--- src/rtl/caliptra_prim_reqack_dst_rx_buf_pkg.sv ---
// ============================================================================
// Module  : caliptra_prim_reqack_dst_rx_buf_pkg
// Brief   : Helper function for sizing the DST-side receive buffer pointers.
// Revision: 1.0 - initial release
// ============================================================================
`default_nettype none

package caliptra_prim_reqack_dst_rx_buf_pkg;

  // A single-entry buffer still needs a 1-bit pointer; it simply never moves.
  function automatic int ptr_width(input int depth);
    return (depth > 1) ? $clog2(depth) : 1;
  endfunction

endpackage

`default_nettype wire

--- src/rtl/caliptra_prim_reqack_dst_rx_buf_if.sv ---
// ============================================================================
// Module  : caliptra_prim_reqack_dst_rx_buf_if
// Brief   : REQ/ACK ingress plus valid/ready egress of the DST receive buffer.
// Revision: 1.0 - initial release
// ============================================================================
`default_nettype none

interface caliptra_prim_reqack_dst_rx_buf_if #(
  parameter int Width = 32
);
  logic             dst_req;
  logic             dst_ack;
  logic [Width-1:0] dst_data;
  logic             valid;
  logic             ready;
  logic [Width-1:0] data;

  // master: synchronizer + consumer side; slave: the buffer itself
  modport master (output dst_req, dst_data, ready, input dst_ack, valid, data);
  modport slave  (input dst_req, dst_data, ready, output dst_ack, valid, data);
endinterface

`default_nettype wire

--- src/rtl/caliptra_prim_reqack_dst_rx_buf.sv ---
// ============================================================================
// Module  : caliptra_prim_reqack_dst_rx_buf
// Brief   : DST-domain REQ/ACK receive FIFO; ACK is withheld while full.
// Revision: 1.0 - initial release
// ============================================================================
`default_nettype none

module caliptra_prim_reqack_dst_rx_buf
  import caliptra_prim_reqack_dst_rx_buf_pkg::*;
#(
  parameter int Width = 32,
  parameter int Depth = 2
) (
  input  wire logic                       clk_dst_i,
  input  wire logic                       rst_dst_ni,
  input  wire logic                       flush_i,
  caliptra_prim_reqack_dst_rx_buf_if.slave bus,
  output logic [$clog2(Depth+1)-1:0]      count_o,
  output logic                            full_o
);

  localparam int              PtrW    = ptr_width(Depth);
  localparam int              CntW    = $clog2(Depth + 1);
  localparam logic [PtrW-1:0] PtrMax  = PtrW'(Depth - 1);
  localparam logic [CntW-1:0] CntFull = CntW'(Depth);

  logic [Width-1:0] mem_q [Depth];
  logic [Width-1:0] mem_d [Depth];
  logic [PtrW-1:0]  wr_ptr_q, wr_ptr_d;
  logic [PtrW-1:0]  rd_ptr_q, rd_ptr_d;
  logic [CntW-1:0]  cnt_q, cnt_d;
  logic             init_q, init_d;
  logic             full, valid, push, pop;

  function automatic logic [PtrW-1:0] ptr_inc(input logic [PtrW-1:0] p);
    return (p == PtrMax) ? '0 : p + 1'b1;
  endfunction

  assign full  = (cnt_q == CntFull);
  assign valid = (cnt_q != '0);
  assign pop   = valid & bus.ready & ~flush_i;
  // init_q keeps ACK low on the first cycle after reset release
  assign push  = init_q & bus.dst_req & ~flush_i & (~full | pop);

  always_comb begin
    mem_d    = mem_q;
    wr_ptr_d = wr_ptr_q;
    rd_ptr_d = rd_ptr_q;
    cnt_d    = cnt_q;
    init_d   = 1'b1;
    if (flush_i) begin
      wr_ptr_d = '0;
      rd_ptr_d = '0;
      cnt_d    = '0;
    end else begin
      if (push) begin
        mem_d[wr_ptr_q] = bus.dst_data;
        wr_ptr_d        = ptr_inc(wr_ptr_q);
      end
      if (pop) begin
        rd_ptr_d = ptr_inc(rd_ptr_q);
      end
      case ({push, pop})
        2'b10:   cnt_d = cnt_q + 1'b1;
        2'b01:   cnt_d = cnt_q - 1'b1;
        default: cnt_d = cnt_q;
      endcase
    end
  end

  always_ff @(posedge clk_dst_i or negedge rst_dst_ni) begin
    if (!rst_dst_ni) begin
      for (int i = 0; i < Depth; i++) begin
        mem_q[i] <= '0;
      end
      wr_ptr_q <= '0;
      rd_ptr_q <= '0;
      cnt_q    <= '0;
      init_q   <= 1'b0;
    end else begin
      mem_q    <= mem_d;
      wr_ptr_q <= wr_ptr_d;
      rd_ptr_q <= rd_ptr_d;
      cnt_q    <= cnt_d;
      init_q   <= init_d;
    end
  end

  assign bus.dst_ack = push;
  assign bus.valid   = valid;
  assign bus.data    = mem_q[rd_ptr_q];
  assign count_o     = cnt_q;
  assign full_o      = full;

`ifdef CALIPTRA_INC_ASSERT
  a_data_stable: assert property (@(posedge clk_dst_i) disable iff (!rst_dst_ni)
    (bus.dst_req && !bus.dst_ack) |=> (!bus.dst_req || $stable(bus.dst_data)));
  a_no_overflow: assert property (@(posedge clk_dst_i) disable iff (!rst_dst_ni)
    !(push && full && !pop));
  a_no_underflow: assert property (@(posedge clk_dst_i) disable iff (!rst_dst_ni)
    !(pop && !valid));
  a_count_range: assert property (@(posedge clk_dst_i) disable iff (!rst_dst_ni)
    cnt_q <= CntFull);
`endif

endmodule

`default_nettype wire

--- src/flat_wrapper.sv ---
// flat-port wrapper written by rule: the top's interface ports become plain ports
module caliptra_prim_reqack_dst_rx_buf_flat import caliptra_prim_reqack_dst_rx_buf_pkg::*;
#(
  parameter int Width = 32,
  parameter int Depth = 2
)
  (clk_dst_i, rst_dst_ni, flush_i, count_o, full_o, bus_dst_req, bus_dst_data, bus_ready, bus_dst_ack, bus_valid, bus_data);
  caliptra_prim_reqack_dst_rx_buf_if #(.Width(Width)) bus_i ();
  input  wire logic clk_dst_i;
  input  wire logic rst_dst_ni;
  input  wire logic flush_i;
  output logic [$clog2(Depth+1)-1:0] count_o;
  output logic full_o;
  input wire logic [$bits(bus_i.dst_req)-1:0] bus_dst_req;
  input wire logic [$bits(bus_i.dst_data)-1:0] bus_dst_data;
  input wire logic [$bits(bus_i.ready)-1:0] bus_ready;
  output wire logic [$bits(bus_i.dst_ack)-1:0] bus_dst_ack;
  output wire logic [$bits(bus_i.valid)-1:0] bus_valid;
  output wire logic [$bits(bus_i.data)-1:0] bus_data;
  assign bus_i.dst_req = bus_dst_req;
  assign bus_i.dst_data = bus_dst_data;
  assign bus_i.ready = bus_ready;
  assign bus_dst_ack = bus_i.dst_ack;
  assign bus_valid = bus_i.valid;
  assign bus_data = bus_i.data;
  caliptra_prim_reqack_dst_rx_buf #(.Width(Width), .Depth(Depth)) u_core (.clk_dst_i(clk_dst_i), .rst_dst_ni(rst_dst_ni), .flush_i(flush_i), .bus(bus_i), .count_o(count_o), .full_o(full_o));
endmodule
--- config.mk ---
export PLATFORM = sky130hd
export DESIGN_NAME = caliptra_prim_reqack_dst_rx_buf_flat
export DESIGN_NICKNAME = d
export VERILOG_FILES = /design/src/rtl/caliptra_prim_reqack_dst_rx_buf_pkg.sv /design/src/rtl/caliptra_prim_reqack_dst_rx_buf_if.sv /design/src/rtl/caliptra_prim_reqack_dst_rx_buf.sv /design/src/flat_wrapper.sv
export SDC_FILE = /design/constraint.sdc
export NUM_CORES = 1
export LEC_CHECK = 0
export ABC_AREA = 1
export BUFFER_PORTS_ARGS = -buffer_cell sky130_fd_sc_hd__buf_2
export CORE_MARGIN = 3
export CORE_UTILIZATION = 55
export CTS_CLUSTER_DIAMETER = 100
export CTS_CLUSTER_SIZE = 12
export DETAILED_ROUTE_END_ITERATION = 8
export HOLD_SLACK_MARGIN = 0.06
export PLACE_DENSITY = 0.78
export SKIP_LAST_GASP = 1
export SYNTH_ARGS = -nofsm -noshare
export SYNTH_HDL_FRONTEND = slang
export SYNTH_SLANG_ARGS = --single-unit
--- constraint.sdc ---
create_clock -name clk_dst_i -period 2.45 [get_ports clk_dst_i]
set_input_delay 0.49 -clock clk_dst_i [delete_from_list [all_inputs] [get_ports clk_dst_i]]
set_output_delay 0.49 -clock clk_dst_i [all_outputs]
set_load 0.01 [all_outputs]
==> flow_summary.toml <==
[critical_path]
timing.rr.end = "u_core.mem_q[15]"
worstSetupStartpoint = "u_core.rd_ptr_q"
slowest_delay_ns = 0.35
cp_max_fo = 23
crit_chain = "clkinv_1, buf_12, nand2_1, nand2_1, buf_2"
critPathSlowestCell = "dfrtp_1"
cp.arrival_ns = 1.62
cp-start-kind = "flop"
rr_startpoint = "u_core.count_o[0]"
rrSetupSlack_ns = 0.63
ff2ff_path_depth = 8
crit_top_cell = "nand2_1"
end_kind = "primary output"
critPathRequiredTime_ns = 1.96
critPathKind = "reg -> out"

[clock_tree]
ctsHoldBuffers = 0
cts_resized = 0
path_clk_slew_ns = 0.07
clock_latency_ns = 0.34
cts_buffers = 9
numClockSinks = 69
cts_max_path_buffers = 2
root_buffer = "clkbuf_8"
cts_max_level = 3
postCtsSetupBuffers = 0
cts_tree = "built"

[detailed_routing]
routed_wl_mm = 6.453
routedWlPerCell_um = 12.24
viasPerCell = 4.886
vias = 2575
wl_met1_mm = 3.001
top_layer = "met4"
drc = 0
wl_met3_um = 345
first_iter_violations = 192
postRouteAntennaNets = 0
met2_length_mm = 3.060
dr.pass1.iters = 4

[synthesis]
ys_ff_latch = 69
synth.distinct_cells = 21
syn_inst = 382
synth_area_sq_um = 3161
synthesis.nets = 419
synth_area_per_cell_sq_um = 8.274
synth-seq-area-share = 0.5463
yosys_warnings = 0

[cells_and_area]
nNetsFinal = 489
fin_area_sq_um = 3771
insertedDiodeCount = 0
layout.cells.non_filler = 527
drive_gt1_frac = 0.2691
syn2layout_area_growth_pct = 19.32

[global_route]
grt_overflow = 0
grt_pass1_vias = 2495
antenna_found_initial = 0
grt.total_usage = 0.2157
grt_first_pass_wirelength_mm = 11.10
grt_max_degree = 42

[floorplan]
num_rows = 26
core_area_sq_um = 5335
start_util = 0.5924
io_pins = 74
die-area_sq_um = 6692
die_w_um = 81.81
fp.dieH_um = 81.81

[sta]
fmax_mhz = 474.1
period_share = 0.8610
setup_tns_ns = 0
hold_violations = 0
fin_worst_skew_ns = 0.008200
rsz0062_at_grt = "false"
tightest_slew_ns = 0.6761
setup_slack_ns = 0.3407
finalSetupViolCount = 0
slew_headroom = 0.5493
fin_crit_ns = 2.109
slew_violations = 0

[power_and_ir_drop]
leakagePower_nw = 2.166
peakVddDrop_uv = 635.3
power.density_nw_per_um2 = 967.5

[placed_design]
post_dp_cell_area_sq_um = 3547
post-place-ws_ns = 0.5527
gp_congestion = 0.7771
dp_cells = 511
io_buffers = 73
dpl.hpwl_mm = 4.350

[worst_hold_path]
min_path_type = "in -> async"

[run]
drv_cap = 0

[run_status]
status = "finished clean"
-- metal layers --
metal | vias up | GRT usage
met3 | 4 | 0.03947
met2 | 72 | 0.3538
li1 | 1316 | -
met1 | 1183 | 0.2844
met4 | 0 | 0.08472
met5 | - | 0
-- synthesized netlist by cell type, drive strengths merged --
cell type	instances	area share
nand4	1	0.0020
buf	12	0.033
a21oi	1	0.0016
nor2	2	0.0032
clkbuf	8	0.0099
or2	1	0.0028
conb	1	0.0012
o21ai	65	0.13
nand2	175	0.21
nand3b	1	0.0024
dfrtp	69	0.55
clkinv	1	0.0012
nand3	6	0.0095
inv	39	0.046
-- kinds of logic after synthesis --
kind of cell           after synthesis  share of synthesized area
AO/OA/AOI/OAI                       66                     0.1318
buffers and inverters               60                    0.09065
flip-flops                          69                     0.5463
other                                1                   0.001187
AND/OR/NAND/NOR                    186                     0.2300
-- final cells by class --
class / count / area [sq um]
clock buffer: 10 / 137.6
clock inverter: 6 / 86.33
fill: 452 / 1564
inverter: 40 / 150.1
multi-input combinational: 253 / 1147
sequential: 69 / 1727
tap: 70 / 87.58
timing repair buffer: 79 / 435.4
-- worst max-delay path by stage --
stage | to | slack [ns]
CTS | bus_data[31] | 0.33
finish | bus_data[31] | 0.34
global route | bus_data[24] | 0.23
global placement | u_core.mem_q[18] | 0.62
detailed placement | u_core.mem_q[21] | 0.55
floorplan | bus_data[10] | 0.94
-- placed cells by master, fill, tap and decap left out --
cell	instances
dfrtp_1	69
nand4_1	1
nand3b_1	1
nand2_1	172
clkinv_2	2
nand2_2	3
inv_1	39
nor2_1	1
or2_4	1
o21ai_1	7
nand3_1	6
buf_12	2
conb_1	1
clkinvlp_4	1
buf_2	73
clkinv_4	1
a21oi_1	1
o21ai_0	35
buf_4	4
clkinv_1	1
o21ai_2	23
bufinv_16	2
nor2_2	1
clkbuf_8	10
-- through the flow --
| stage | util | hold WS, ns | power [W] |
|---|---|---|---|
| 3_3_place_gp | 0.6649 | 0.4638 | 0.002607 |
| 5_1_grt | 0.7068 | 0.2319 | 0.003904 |
| 3_5_place_dp | 0.6649 | 0.4675 | 0.002651 |
| 2_1_floorplan | - | 0.1944 | 0.002280 |
| 4_1_cts | 0.7068 | 0.2101 | 0.003684 |
| 6_report | 0.7068 | 0.1848 | 0.003649 |
-- state kept, by name (all words and copies together), names as in the netlist --
| signal | count |
|---|---|
| u_core.mem_q | 64 |
| u_core.count_o | 2 |
| u_core.init_q | 1 |
| u_core.rd_ptr_q | 1 |
| u_core.wr_ptr_q | 1 |
-- worst max-delay path: cells and delay by family (launching register included) --
kind          cells  cell delay [ns]
flops             1             0.35
buf+inv           3             0.80
simple gates      2             0.14
-- power breakdown --
group          internal (W)  switching (W)  leakage, nW
Clock              0.000599       0.000424        0.112
Sequential          0.00146       0.000178        0.876
Combinational      0.000410       0.000583         1.18
Power figures use the tool's default switching activity.
